File: src/rtl/framer_pkg.sv
// Shared types for the nibble framer: nibble width, FSM states, nibble type.
package framer_pkg;
    localparam int NIBBLE_W = 4;

    typedef enum logic {HUNT, SHIFT} framer_state_t;

    typedef logic [NIBBLE_W-1:0] nibble_t;
endpackage

File: src/rtl/nibble_framer_if.sv
// Serial bit strobe in, nibble valid/ready out; master is the framer, slave the bit source and LUT side.
interface nibble_framer_if;
    import framer_pkg::*;

    logic    ser_in;
    logic    ser_valid;
    logic    sync;
    nibble_t x;
    logic    x_valid;
    logic    x_ready;

    modport master (
        input  ser_in, ser_valid, sync, x_ready,
        output x, x_valid
    );

    modport slave (
        output ser_in, ser_valid, sync, x_ready,
        input  x, x_valid
    );
endinterface

File: src/rtl/nibble_shreg.sv
// 4-bit serial shift register; clr empties it before the shift of the same cycle.
// Latency: nxt is the combinational next value, q updates on the clock edge.
// Backpressure: none, shifts whenever shift_en is high.
module nibble_shreg
    import framer_pkg::*;
#(
    parameter bit MSB_FIRST = 1'b1
) (
    input  logic    clk,
    input  logic    rst_n,
    input  logic    clr,
    input  logic    shift_en,
    input  logic    din,
    output nibble_t q,
    output nibble_t nxt
);
    nibble_t base;

    always_comb begin
        base = clr ? '0 : q;
        nxt  = base;
        if (shift_en) begin
            if (MSB_FIRST)
                nxt = {base[NIBBLE_W-2:0], din};
            else
                nxt = {din, base[NIBBLE_W-1:1]};
        end
    end

    always_ff @(posedge clk or negedge rst_n) begin
        if (!rst_n)
            q <= '0;
        else
            q <= nxt;
    end
endmodule

File: src/rtl/nibble_framer.sv
// Serial-to-nibble framer with sync alignment; optional SLIDING_WINDOW_EN emits a nibble per bit once primed.
// Latency: x/x_valid update one clk after the completing bit.
// Backpressure: x held until x_ready; a completion against a stalled x is dropped and sets sticky overrun.
module nibble_framer
    import framer_pkg::*;
#(
    parameter bit MSB_FIRST    = 1'b1,
    parameter int CNT_W        = 8,
    parameter bit REQUIRE_SYNC = 1'b1
) (
    input  logic             clk,
    input  logic             rst_n,
    nibble_framer_if.master  bus,
    input  logic             clr_ovr,
    output logic             overrun,
    output logic [CNT_W-1:0] nib_cnt
);
    framer_state_t state, state_nxt;
    logic [1:0]    bit_cnt, bit_cnt_nxt, bit_cnt_eff;
    logic          accept, complete, transfer;
    nibble_t       shreg_q, shreg_nxt;

    nibble_t          x_nxt;
    logic             x_valid_nxt, overrun_nxt;
    logic [CNT_W-1:0] nib_cnt_nxt;

`ifdef SLIDING_WINDOW_EN
    logic primed, primed_nxt, primed_eff;
`endif

    nibble_shreg #(.MSB_FIRST(MSB_FIRST)) u_shreg (
        .clk      (clk),
        .rst_n    (rst_n),
        .clr      (bus.sync),
        .shift_en (accept),
        .din      (bus.ser_in),
        .q        (shreg_q),
        .nxt      (shreg_nxt)
    );

    // A bit arriving with sync is bit 0 of the freshly aligned nibble.
    assign accept      = bus.ser_valid && (state == SHIFT || bus.sync);
    assign bit_cnt_eff = bus.sync ? 2'd0 : bit_cnt;
    assign transfer    = bus.x_valid && bus.x_ready;

`ifdef SLIDING_WINDOW_EN
    assign primed_eff = bus.sync ? 1'b0 : primed;
    assign complete   = accept && (primed_eff || bit_cnt_eff == 2'd3);
    assign primed_nxt = primed_eff || complete;
`else
    assign complete = accept && (bit_cnt_eff == 2'd3);
`endif

    always_comb begin
        state_nxt   = state;
        bit_cnt_nxt = bit_cnt_eff;
        x_nxt       = bus.x;
        x_valid_nxt = bus.x_valid;
        overrun_nxt = overrun;
        nib_cnt_nxt = nib_cnt;

        if (bus.sync)
            state_nxt = SHIFT;
        if (accept)
            bit_cnt_nxt = bit_cnt_eff + 2'd1;

        if (clr_ovr)
            overrun_nxt = 1'b0;

        if (complete && (!bus.x_valid || bus.x_ready)) begin
            x_nxt       = shreg_nxt;
            x_valid_nxt = 1'b1;
            nib_cnt_nxt = nib_cnt + CNT_W'(1);
        end else if (complete) begin
            overrun_nxt = 1'b1;
        end else if (transfer) begin
            x_valid_nxt = 1'b0;
        end
    end

    always_ff @(posedge clk or negedge rst_n) begin
        if (!rst_n) begin
            state       <= REQUIRE_SYNC ? HUNT : SHIFT;
            bit_cnt     <= 2'd0;
            bus.x       <= '0;
            bus.x_valid <= 1'b0;
            overrun     <= 1'b0;
            nib_cnt     <= '0;
        end else begin
            state       <= state_nxt;
            bit_cnt     <= bit_cnt_nxt;
            bus.x       <= x_nxt;
            bus.x_valid <= x_valid_nxt;
            overrun     <= overrun_nxt;
            nib_cnt     <= nib_cnt_nxt;
        end
    end

`ifdef SLIDING_WINDOW_EN
    always_ff @(posedge clk or negedge rst_n) begin
        if (!rst_n)
            primed <= 1'b0;
        else
            primed <= primed_nxt;
    end
`endif
endmodule

File: src/flat_wrapper.sv
// flat-port wrapper written by rule: the top's interface ports become plain ports
module nibble_framer_flat import framer_pkg::*;
#(
    parameter bit MSB_FIRST    = 1'b1,
    parameter int CNT_W        = 8,
    parameter bit REQUIRE_SYNC = 1'b1
)
  (clk, rst_n, clr_ovr, overrun, nib_cnt, bus_ser_in, bus_ser_valid, bus_sync, bus_x_ready, bus_x, bus_x_valid);
  nibble_framer_if bus_i ();
  input  logic clk;
  input  logic rst_n;
  input  logic clr_ovr;
  output logic overrun;
  output logic [CNT_W-1:0] nib_cnt;
  input wire logic [$bits(bus_i.ser_in)-1:0] bus_ser_in;
  input wire logic [$bits(bus_i.ser_valid)-1:0] bus_ser_valid;
  input wire logic [$bits(bus_i.sync)-1:0] bus_sync;
  input wire logic [$bits(bus_i.x_ready)-1:0] bus_x_ready;
  output wire logic [$bits(bus_i.x)-1:0] bus_x;
  output wire logic [$bits(bus_i.x_valid)-1:0] bus_x_valid;
  assign bus_i.ser_in = bus_ser_in;
  assign bus_i.ser_valid = bus_ser_valid;
  assign bus_i.sync = bus_sync;
  assign bus_i.x_ready = bus_x_ready;
  assign bus_x = bus_i.x;
  assign bus_x_valid = bus_i.x_valid;
  nibble_framer #(.MSB_FIRST(MSB_FIRST), .CNT_W(CNT_W), .REQUIRE_SYNC(REQUIRE_SYNC)) u_core (.clk(clk), .rst_n(rst_n), .bus(bus_i), .clr_ovr(clr_ovr), .overrun(overrun), .nib_cnt(nib_cnt));
endmodule
File: config.mk
export PLATFORM = sky130hd
export DESIGN_NAME = nibble_framer_flat
export DESIGN_NICKNAME = d
export VERILOG_FILES = /design/src/rtl/framer_pkg.sv /design/src/rtl/nibble_framer_if.sv /design/src/rtl/nibble_shreg.sv /design/src/rtl/nibble_framer.sv /design/src/flat_wrapper.sv
export SDC_FILE = /design/constraint.sdc
export NUM_CORES = 1
export LEC_CHECK = 0
export BUFFER_PORTS_ARGS = -buffer_cell sky130_fd_sc_hd__buf_2
export CAP_MARGIN = 20
export CORE_ASPECT_RATIO = 0.8
export CORE_MARGIN = 4
export CORE_UTILIZATION = 50
export DETAILED_ROUTE_END_ITERATION = 12
export PLACE_DENSITY_LB_ADDON = 0.25
export SETUP_SLACK_MARGIN = 0.4
export SYNTH_ARGS = -nofsm -noshare
export SYNTH_HDL_FRONTEND = slang
export SYNTH_SLANG_ARGS = --single-unit
File: constraint.sdc
create_clock -name clk -period 4.3 [get_ports clk]
set_clock_uncertainty 0.05 [all_clocks]
set_input_delay 0 -clock clk [delete_from_list [all_inputs] [get_ports clk]]
set_output_delay 0 -clock clk [all_outputs]
set_load 0.02 [all_outputs]
==> run summary <==
### Status
- **run status** finished, final reports clean

### Synth
- **post-synth top area cell** dfrtp_1
- **average cell area after synthesis** 11.29 um2
- **dominant cell by count in the synthesized netlist** dfrtp_1
- **top cells by instance count after synthesis** dfrtp_1, nand2_1, xnor2_1
- **async set-reset flop share out of synthesis** 100.0%
- **number of flops mapped to enable cells by yosys** 0
- **area of the mapped netlist** 914.6 um2
- **predominant post-synthesis flop cell** dfrtp_1
- **Yosys warnings** 0
- **area share of the largest cell type after synthesis** 54.72%
- **register bit count reported by yosys** 20
- **cells taking the most area after synthesis** dfrtp_1, nand2_1, xnor2_1
- **part of the Yosys area used for sequential elements** 54.72%
- **number of distinct library cell variants in the gate-level netlist after synthesis** 25
- **Mapped Nets** 90
- **gate count of the mapped netlist** 81

### Finish
- **Reg area** 500.5 um2
- **proportion of layout cells with a drive suffix above 1** 28.44%
- **diode count** 0
- **# fillers** 134
- **layout-stage area growth over the synthesis result** 23.26%
- **Nets** 119
- **area occupied by multi-input gates** 381.6 um2

### Floorplanning
- **initial core utilization** 54.59%
- **FP Rows** 13
- **y dimension of the die** 46.26 um
- **horizontal die dimension** 55.82 um
- **core box area** 1675 um2
- **Die Outline Area** 2582 um2
- **boundary pin count** 21

### Placement
- **half-perimeter wire length of the detailed placement result** 1267 um
- **port bufs** 20
- **routability congestion estimate from global placement** 0.7162

### Clocking
- **hold-fix buffers at CTS** 7
- **number of post-CTS setup repair buffers** 0
- **CTS buffer count** 3
- **CTS tree** done
- **total of cells resized after clock tree synthesis** 0
- **Clock H-tree levels** 1
- **clock sinks** 20
- **insertion delay of the later-clocked pin in the worst-skew pair** 300 ps
- **clock edge transition at the registers on the reported setup and hold paths** 100 ps
- **worst-case clock buffer depth** 2
- **root cell of the clock tree** clkbuf_4

### Routing
- **Total Routed Length** 1626 um
- **amount of wire on met3 after detailed routing** 100 um
- **drt via density** 5.153
- **Vias** 675
- **topmost layer with routed signal wires** met4
- **number of nets still failing antenna checks after routing** 0
- **drc violations** 0
- **Met2 Wirelength** 748 um
- **average wire per standard cell** 12.41 um
- **first-pass detailed-route iteration total** 4
- **iteration-0 DRC count of the detailed router** 11
- **WL met1** 767 um

### Worst setup path
- **kind of start point of the critical path** input port
- **worst path arrival time** 1880 ps
- **depth of the most critical reg-to-reg path** 5
- **crit path capture type** flip-flop
- **Max Fanout on Critical Path** 11
- **required time of the critical path** 4450 ps
- **flop-to-flop setup slack** 2670 ps
- **critical path start-end classification** in -> reg

### Pwr
- **register share of total power** 55.1%
- **internal power summed over all cells** 0.2861 mW
- **combinational cell fraction of total power** 17.7%
- **static power due to leakage** 0.5427 nW
- **maximum VDD drop** 210.9 uV
- **clock power share** 27.2%
- **power after layout** 0.3947 mW
- **Cell Pwr Density** 350.1 nW/um2
- **total net switching power** 0.1086 mW
- **Net Sw Frac** 27.52%

### Timing
- **worst slew margin relative to its limit** 70.73%
- **post-route clock period utilization** 40.33%
- **Worst-Margin Slew** 439.1 ps
- **number of failing setup endpoints in the final timing report** 0
- **Post-Route Hold Slack** 109.0 ps
- **unrepaired setup endpoints after global routing** no
- **sum of negative setup slack** 0 ps
- **fmax** 576.7 MHz
- **post-route minimum period** 1734 ps
- **number of hold violations in the final report** 0
- **count of final max-slew check failures** 0

### Global route
- **via count of the first global-routing pass** 660
- **largest net degree at the start of global routing** 21
- **Global Route Usage Sum** 15.55%
- **initial antenna violation count** 0
- **grt ovf** 0
- **first-pass GRT wire length** 3001 um

### Hold path
- **worst hold path type** in -> async

### Job
- **count of max-cap constraint violations** 0

## power groups by stage
| stage | Sequential, mW | Combinational [mW] | Clock, mW |
|---|---|---|---|
| floorplan | 0.235 | 0.0261 | 0 |
| detailed placement | 0.221 | 0.0664 | 0 |
| global route | 0.220 | 0.0780 | 0.122 |
| CTS | 0.218 | 0.0711 | 0.113 |
| finish | 0.218 | 0.0697 | 0.107 |
| global placement | 0.220 | 0.0650 | 0 |
## layout by cell type, fill, tap and decap left out
master,count
a21oi_1,2
and3_1,1
buf_2,20
clkbuf_4,3
clkbuf_8,1
dfrtp_1,20
dlygate4sd3_1,7
ha_1,2
inv_1,3
mux2_1,1
mux2_2,2
nand2_1,18
nand2b_1,1
nand3_1,3
nand3b_1,1
nand4_1,3
nor2_4,2
nor2b_1,3
nor4_4,1
o211ai_2,1
o21ai_1,1
o21ai_2,1
o22ai_1,1
o311ai_0,2
o311ai_1,1
xnor2_1,7
xor2_1,1
## critical path, cell delays in order
cell,delay (ps)
dlygate4sd3_1,530
buf_2,200
nor2b_1,210
ha_1,230
o211ai_2,150
nor2_4,210
mux2_2,350
## per-layer routing
metal	vias to the layer above	track usage (%)
met4	0	4.265
met2	14	24.53
met1	326	19.58
li1	332	-
met3	3	7.283
met5	-	0
## per-stage QoR
step / setup slack, ps / utilization, % / cells / instance area (um2)
after floorplan: 2821 / - / 81 / 914.6
after global placement: 2720 / 60.94 / 120 / 1021
after detailed placement: 2688 / 60.94 / 120 / 1021
after CTS: 2575 / 67.29 / 131 / 1127
after global routing: 2458 / 67.29 / 131 / 1127
final: 2566 / 67.29 / 131 / 1127
## registers in the layout (all words and copies together), names as in the netlist
register,flops
u_core.bit_cnt,2
u_core.bus.x,4
u_core.bus.x_valid,1
u_core.nib_cnt,8
u_core.overrun,1
u_core.state,1
u_core.u_shreg.q,3
## final timing paths
check                                   from                end
setup / recovery                    bus_sync  u_core.nib_cnt[1]
hold / removal                         rst_n    u_core.bus.x[0]
setup reg to reg           u_core.bit_cnt[0]  u_core.nib_cnt[1]
hold reg to reg            u_core.nib_cnt[4]  u_core.nib_cnt[4]
max in group asynchronous              rst_n  u_core.nib_cnt[3]
min in group clk                     clr_ovr     u_core.overrun
## cells by family (layout without fill, tap and decap cells)
family | Yosys count | count (layout) | synth area share [%]
simple gates | 33 | 33 | 20.11
flops | 20 | 20 | 54.72
compound gates | 9 | 9 | 7.524
xor+xnor | 8 | 8 | 7.661
buf+inv | 6 | 34 | 3.557
mux | 3 | 3 | 3.693
fa+ha+maj | 2 | 2 | 2.736
## layout make-up
type                    instances  area share (%)
well taps                      22           2.442
inverters                       3          0.9989
clock buffers                   4           3.219
repair buffers                 27           15.09
multi-input cells              55           33.85
flip-flops and latches         20           44.40
No activity file was read; power rests on OpenSTA's default activity.
